## config.mk

```make
export PLATFORM = sky130hd
export DESIGN_NAME = sar_search4
export DESIGN_NICKNAME = d
export VERILOG_FILES = /design/src/rtl/sar_pkg.sv /design/src/rtl/sar_search4.sv
export SDC_FILE = /design/constraint.sdc
export NUM_CORES = 1
export LEC_CHECK = 0
export ABC_AREA = 1
export CELL_PAD_IN_SITES_DETAIL_PLACEMENT = 1
export CELL_PAD_IN_SITES_GLOBAL_PLACEMENT = 2
export CORE_MARGIN = 5
export CORE_UTILIZATION = 29
export CTS_CLUSTER_DIAMETER = 40
export DETAILED_ROUTE_END_ITERATION = 8
export HOLD_SLACK_MARGIN = 0.15
export PLACE_DENSITY = 0.79
export SLEW_MARGIN = 10
export SYNTH_ARGS = -nofsm -noshare
export SYNTH_HDL_FRONTEND = slang
export SYNTH_SLANG_ARGS = --single-unit
```

## constraint.sdc

```tcl
create_clock -name clk -period 1.9 [get_ports clk]
set_input_delay 0.38 -clock clk [delete_from_list [all_inputs] [get_ports clk]]
set_output_delay 0.38 -clock clk [all_outputs]
set_load 0.02 [all_outputs]
```

## src/rtl/sar_pkg.sv

```systemverilog
// Shared definitions for the successive-approximation search controller:
// state encodings, default operand width and a flag-validity helper.
package sar_pkg;

    localparam int unsigned SAR_WIDTH = 4;

    localparam logic [1:0] ST_IDLE   = 2'd0;
    localparam logic [1:0] ST_SEARCH = 2'd1;
    localparam logic [1:0] ST_DONE   = 2'd2;

    // Comparator flags {lt, eq, gt} are only trustworthy when exactly one is high.
    function automatic logic flags_onehot(input logic [2:0] flags);
        return (flags == 3'b100) || (flags == 3'b010) || (flags == 3'b001);
    endfunction

endpackage

```

## src/rtl/sar_search4.sv

```systemverilog
// Successive-approximation search controller: resolves an unknown target one
// bit per clock, MSB first, by driving trials into an external comparator.
module sar_search4
    import sar_pkg::*;
#(
    parameter int unsigned WIDTH = SAR_WIDTH
) (
    input  logic             clk,
    input  logic             rst,
    input  logic             start_i,
    output logic [WIDTH-1:0] trial_o,
    input  logic             cmp_lt_i,
    input  logic             cmp_eq_i,
    input  logic             cmp_gt_i,
    output logic [WIDTH-1:0] result_o,
    output logic             busy_o,
    output logic             done_o,
    output logic             err_o
);

    localparam int unsigned KW = (WIDTH > 1) ? $clog2(WIDTH) : 1;

    logic [1:0]       state_q,  state_d;
    logic [WIDTH-1:0] trial_q,  trial_d;
    logic [WIDTH-1:0] result_q, result_d;
    logic [KW-1:0]    k_q,      k_d;
    logic             err_q,    err_d;
    logic             busy_q,   done_q;
    logic [WIDTH-1:0] next_v;
    logic [2:0]       flags;

    // Next-state and datapath decisions.
    always_comb begin
        state_d  = state_q;
        trial_d  = trial_q;
        result_d = result_q;
        k_d      = k_q;
        err_d    = err_q;
        next_v   = trial_q;
        flags    = {cmp_lt_i, cmp_eq_i, cmp_gt_i};

        case (state_q)
            ST_IDLE: begin
                if (start_i) begin
                    trial_d = WIDTH'(1) << (WIDTH - 1);
                    k_d     = KW'(WIDTH - 1);
                    err_d   = 1'b0;
                    state_d = ST_SEARCH;
                end
            end
            ST_SEARCH: begin
                if (!flags_onehot(flags)) begin
                    result_d = '0;
                    err_d    = 1'b1;
                    state_d  = ST_DONE;
                end else if (cmp_eq_i) begin
                    result_d = trial_q;
                    state_d  = ST_DONE;
                end else begin
                    if (cmp_lt_i) begin
                        next_v[k_q] = 1'b0;
                    end
                    if (k_q == '0) begin
                        result_d = next_v;
                        state_d  = ST_DONE;
                    end else begin
                        trial_d = next_v | (WIDTH'(1) << (k_q - KW'(1)));
                        k_d     = k_q - KW'(1);
                    end
                end
            end
            ST_DONE: begin
                state_d = ST_IDLE;
            end
            default: begin
                state_d = ST_IDLE;
            end
        endcase
    end

    // State and output registers; busy/done track the next state so they are
    // aligned with state_q and come straight from flops.
    always_ff @(posedge clk or posedge rst) begin
        if (rst) begin
            state_q  <= ST_IDLE;
            trial_q  <= '0;
            result_q <= '0;
            k_q      <= '0;
            err_q    <= 1'b0;
            busy_q   <= 1'b0;
            done_q   <= 1'b0;
        end else begin
            state_q  <= state_d;
            trial_q  <= trial_d;
            result_q <= result_d;
            k_q      <= k_d;
            err_q    <= err_d;
            busy_q   <= (state_d == ST_SEARCH);
            done_q   <= (state_d == ST_DONE);
        end
    end

    assign trial_o  = trial_q;
    assign result_o = result_q;
    assign busy_o   = busy_q;
    assign done_o   = done_q;
    assign err_o    = err_q;

endmodule

```

==> flow_metrics.tcl, run 1 <==
set metrics [dict create \
    status "completed" \
    ys_ff_latch 15 \
    syn_inst 107 \
    htreeDepth 1 \
    grt_max_degree 16 \
    post-dp-hpwl_mm 1.75 \
    grt_pass1_wl_mm 3.81 \
    synth_edf_count 0 \
    grt_overflow 0 \
    cts_setup_buffers 0 \
    synth_nets 118 \
    cp_num_buf_inv 1 \
    cpPeakStageDelay_ps 630 \
    grt_pass1_vias 803 \
    dr_wl_met2_mm 1.14 \
    dr.pass1.iters 2 \
    reg2reg_depth 7 \
    syn_avg_cell_area_um2 8.33 \
    cts_tree "yes" \
    yosysSeqAreaShare 0.421 \
    syn_area_um2 891 \
    die_x_um 65.4 \
    drv_slew 0 \
    cts.path.max_buffers 2 \
    root_buffer "clkbuf_4" \
    worst_path_max_delay_cell "clkdlybuf4s50_1" \
    wl_per_cell_um 13.3 \
    insertion_delay_ps 280 \
    crit_cells 1 \
    cts_hold_buf 0 \
    gp_congestion 0.827 \
    drc_errors 0 \
    cp-end-kind "primary output" \
    syn2layout_area_growth_pct 27.5 \
    final_antenna_net_count 0 \
    crit_fanout 4 \
    wl_met3_um 50 \
    finalSetupViolCount 0 \
    finalCriticalPeriod_ps 1720 \
    synth.distinct_cells 17 \
    clk_pin_slew_ps 90 \
    hold_viol_final 0 \
    fin_nets 141 \
    coreArea_um2 3000 \
    clock_sinks 15 \
    yosys_warnings 0 \
    wl_mm 2.15 \
    yosys-top-cells-area "dfrtp_1 42%, nand2_1 10%, nand3_1 9.0%" \
    max_freq_ghz 0.581 \
    grt.total_usage 0.115 \
    critPathArrivalTime_ps 1340 \
    rsz0062_at_grt "false" \
    hold_path_class "input pin to async pin" \
    fin_crit_sh 0.906 \
    worstMarginPinSlew_ps 596 \
    io_buffers 16 \
    ir_worst_vdd_mv 0.424 \
    ios 17 \
    cpLargestDelayFamily "buffers and inverters" \
    synthArstFlopShare 1.00 \
    netlist.area_leader.share 0.421 \
    drt-met1-wl_um 958 \
    cts_resized 0 \
    dr.max_layer_used "met3" \
    start_kind "flop" \
    via_per_inst 4.68 \
    drtIter0Drc 8 \
    synth.most_common_cell "nand2_1" \
    p_leak_nw 0.549 \
    antenna_found_initial 0 \
    fin_worst_skew_ps 0.999 \
    ys_top_cells_by_count "24 x nand2_1, 16 x nand3_1, 15 x dfrtp_1, 12 x inv_1, 9 x nand2_2" \
    diodes 0 \
    worstPathCellList "clkdlybuf4s50_1" \
    drive_gt1_frac 0.194 \
    dieArea_um2 4280 \
    die_y_um 65.4 \
    finish.utilization 0.378 \
    routed-via-count 758 \
    rows 20 \
    crit_type "flop to primary output" \
    power_density_nw_per_um2 1180 \
    cap_violations 0 \
    setup_tns_ps 0 \
    cts_buffers 3 \
    relSlewSlack 0.602 \
    synth_top_flop_cell "dfrtp_1" \
    start_util 0.297 \
    worstPathRequired_ps 1520 \
    yosysTopAreaCell "dfrtp_1" \
]
per-stage QoR:
step / setup slack [ps] / hold slack, ps / total power, mW / cell area [um2] / instances
global route: 102 / 503 / 1.47 / 1140 / 162
floorplan: 484 / 281 / 0.904 / 891 / 107
global placement: 178 / 456 / 1.18 / 1110 / 158
finish: 179 / 457 / 1.34 / 1140 / 162
CTS: 153 / 482 / 1.37 / 1140 / 162
detailed placement: 121 / 459 / 1.18 / 1110 / 158
cell usage in the layout, fill, tap and decap left out, drive strengths merged:
cell           count
nand3             20
clkbuf             4
clkdlybuf4s50     16
ha                 5
o21ai              5
nor2               3
a21oi              7
inv               15
dfrtp             15
buf                3
nor3               1
nand2             35
kinds of logic (layout without fill, tap and decap cells):
family / Yosys count / after routing / share of synthesized area
simple gates: 59 / 59 / 0.372
buf+inv: 16 / 38 / 0.0688
flops: 15 / 15 / 0.421
compound gates: 12 / 12 / 0.0674
fa+ha+maj: 5 / 5 / 0.0702
area by class of cell:
cell class | instances | area [um2]
timing repair buffer | 19 | 183
multi-input combinational | 76 | 454
sequential | 15 | 375
tap | 33 | 41.3
clock buffer | 4 | 26.3
fill | 370 | 1870
inverter | 15 | 56.3
layer usage:
metal  vias to the layer above  GRT usage
met2                         9      0.197
met5                         -          0
li1                        385          -
met4                         0     0.0155
met3                         0     0.0376
met1                       364      0.144
sequential cells by signal, summed over array words and instances, names as in the netlist:
register and count:
result_o 4, trial_o 4, k_q 2, state_q 2, busy_o 1, done_o 1, err_o 1
where the power goes:
group,switching [mW],leakage (nW),internal (mW)
registers,0.0858,0.195,0.416
clock network,0.104,0.0150,0.0815
logic,0.385,0.339,0.270
worst paths after layout:
path                                          from                 endpoint  slack (ps)
min in group clk           result_o[2]$_DFFE_PP0P_  result_o[2]$_DFFE_PP0P_         470
max in group asynchronous                      rst       k_q[1]$_DFFE_PP0P_        1060
max                         trial_o[1]$_DFFE_PP0P_               trial_o[1]         180
max reg2reg                     k_q[0]$_DFFE_PP0P_         done_o$_DFF_PP0_         310
min reg2reg                result_o[2]$_DFFE_PP0P_  result_o[2]$_DFFE_PP0P_         470
min                                            rst  result_o[0]$_DFFE_PP0P_         460
(Power assumes the default switching activity.)
==> run 2: changes to the inputs <==
Settings changed: CELL_PAD_IN_SITES_DETAIL_PLACEMENT 1 to unset, CELL_PAD_IN_SITES_GLOBAL_PLACEMENT 2 to unset, CORE_UTILIZATION 29 to 45, PLACE_DENSITY 0.79 to 0.74.
==> flow_metrics.tcl, run 2 (synthesized netlist as in run 1, its figures left out) <==
set metrics [dict create \
    status "completed" \
    final_common_cell "nand2_1" \
    cts_setup_buffers 0 \
    grt_pass1_wl_mm 3.07 \
    hold_path_class "input pin to async pin" \
    grt_max_degree 16 \
    relSlewSlack 0.629 \
    cap_violations 0 \
    dieArea_um2 2970 \
    root_buffer "clkbuf_4" \
    die_x_um 54.5 \
    cts_buffers 3 \
    drc_errors 0 \
    cts_hold_buf 0 \
    setup_tns_ps 0 \
    setup_ws_ps 165 \
    wl_per_cell_um 12.3 \
    fillCellCount 196 \
    final_cell_mix "24 x nand2_1, 16 x nand3_1, 16 x clkdlybuf4s50_1" \
    hold_viol_final 0 \
    start_util 0.464 \
    insertion_delay_ps 290 \
    dr.pass1.iters 4 \
    post-dp-hpwl_mm 1.52 \
    placed_cell_area_um2 1080 \
    cts_tree "yes" \
    wl_mm 1.88 \
    fin_area_um2 1110 \
    finalCriticalPeriod_ps 1730 \
    rsz0062_at_grt "false" \
    max_freq_ghz 0.576 \
    clk_pin_slew_ps 90 \
    cts.path.max_buffers 2 \
    fin_worst_skew_ps 5.31 \
    final_antenna_net_count 0 \
    routed-via-count 739 \
    rows 16 \
    place_ws_ps 90.1 \
    finalSetupViolCount 0 \
    multi_input_area_um2 454 \
    cp_num_buf_inv 1 \
    ir_worst_vdd_mv 0.665 \
    power_density_nw_per_um2 1200 \
    drive_gt1_frac 0.183 \
    fin_nets 138 \
    crit_fanout 4 \
    antenna_found_initial 0 \
    syn2layout_area_growth_pct 24.3 \
    fin_crit_sh 0.913 \
    p_leak_nw 0.537 \
    ff_latch_area_um2 375 \
    via_per_inst 4.83 \
    drtIter0Drc 18 \
    io_buffers 16 \
    finish.utilization 0.576 \
    coreArea_um2 1920 \
    cts_resized 0 \
    ios 17 \
    worstPathCellList "clkdlybuf4s50_1" \
    grt_overflow 0 \
    drv_slew 0 \
    start_kind "flop" \
    crit_type "flop to primary output" \
    cp-end-kind "primary output" \
    die_y_um 54.5 \
    gp_congestion 0.781 \
    worst_path_max_delay_cell "clkdlybuf4s50_1" \
    worstMarginPinSlew_ps 555 \
    cpPeakStageDelay_ps 630 \
    htreeDepth 1 \
    critPathArrivalTime_ps 1350 \
    diodes 0 \
    cpLargestDelayFamily "buffers and inverters" \
    grt_pass1_vias 702 \
    clock_sinks 15 \
    worstPathRequired_ps 1520 \
    grt.total_usage 0.149 \
]
-- run 2: layer usage --
layer	track usage	vias to the layer above	wire [um]
li1	-	378	-
met5	0	-	0
met3	0.0572	9	114
met1	0.179	328	761
met4	0.0373	0	53
met2	0.247	24	955
-- run 2: worst paths after layout --
| path | from | endpoint | slack, ps | depth (start not counted) |
|---|---|---|---|---|
| max | trial_o[2]$_DFFE_PP0P_ | trial_o[2] | 170 | 1 |
| max in group asynchronous | rst | k_q[1]$_DFFE_PP0P_ | 1100 | 2 |
| min | rst | busy_o$_DFF_PP0_ | 430 | 2 |
| min in group clk | result_o[1]$_DFFE_PP0P_ | result_o[1]$_DFFE_PP0P_ | 480 | 2 |
| max reg2reg | k_q[0]$_DFFE_PP0P_ | trial_o[1]$_DFFE_PP0P_ | 300 | 7 |
| min reg2reg | result_o[1]$_DFFE_PP0P_ | result_o[1]$_DFFE_PP0P_ | 480 | 2 |
-- run 2: per-stage QoR --
| stage | power (mW) | instances | hold WS [ps] |
|---|---|---|---|
| 4_1_cts | 1.34 | 153 | 447 |
| 2_1_floorplan | 0.904 | 107 | 281 |
| 3_3_place_gp | 1.14 | 149 | 460 |
| 6_report | 1.33 | 153 | 428 |
| 5_1_grt | 1.43 | 153 | 471 |
| 3_5_place_dp | 1.15 | 149 | 461 |
-- run 2: cell type report --
type                            instances  area share
Multi-Input combinational cell         76       0.410
Sequential cell                        15       0.339
Timing Repair Buffer                   16       0.145
Inverter                               15      0.0508
Tap cell                               27      0.0305
Clock buffer                            3      0.0203
Clock inverter                          1     0.00452
-- run 2: where the power goes --
group | internal, mW | total (mW) | switching [mW]
Clock | 0.0784 | 0.182 | 0.104
Sequential | 0.416 | 0.507 | 0.0913
Combinational | 0.258 | 0.637 | 0.379
Total | 0.753 | 1.33 | 0.574
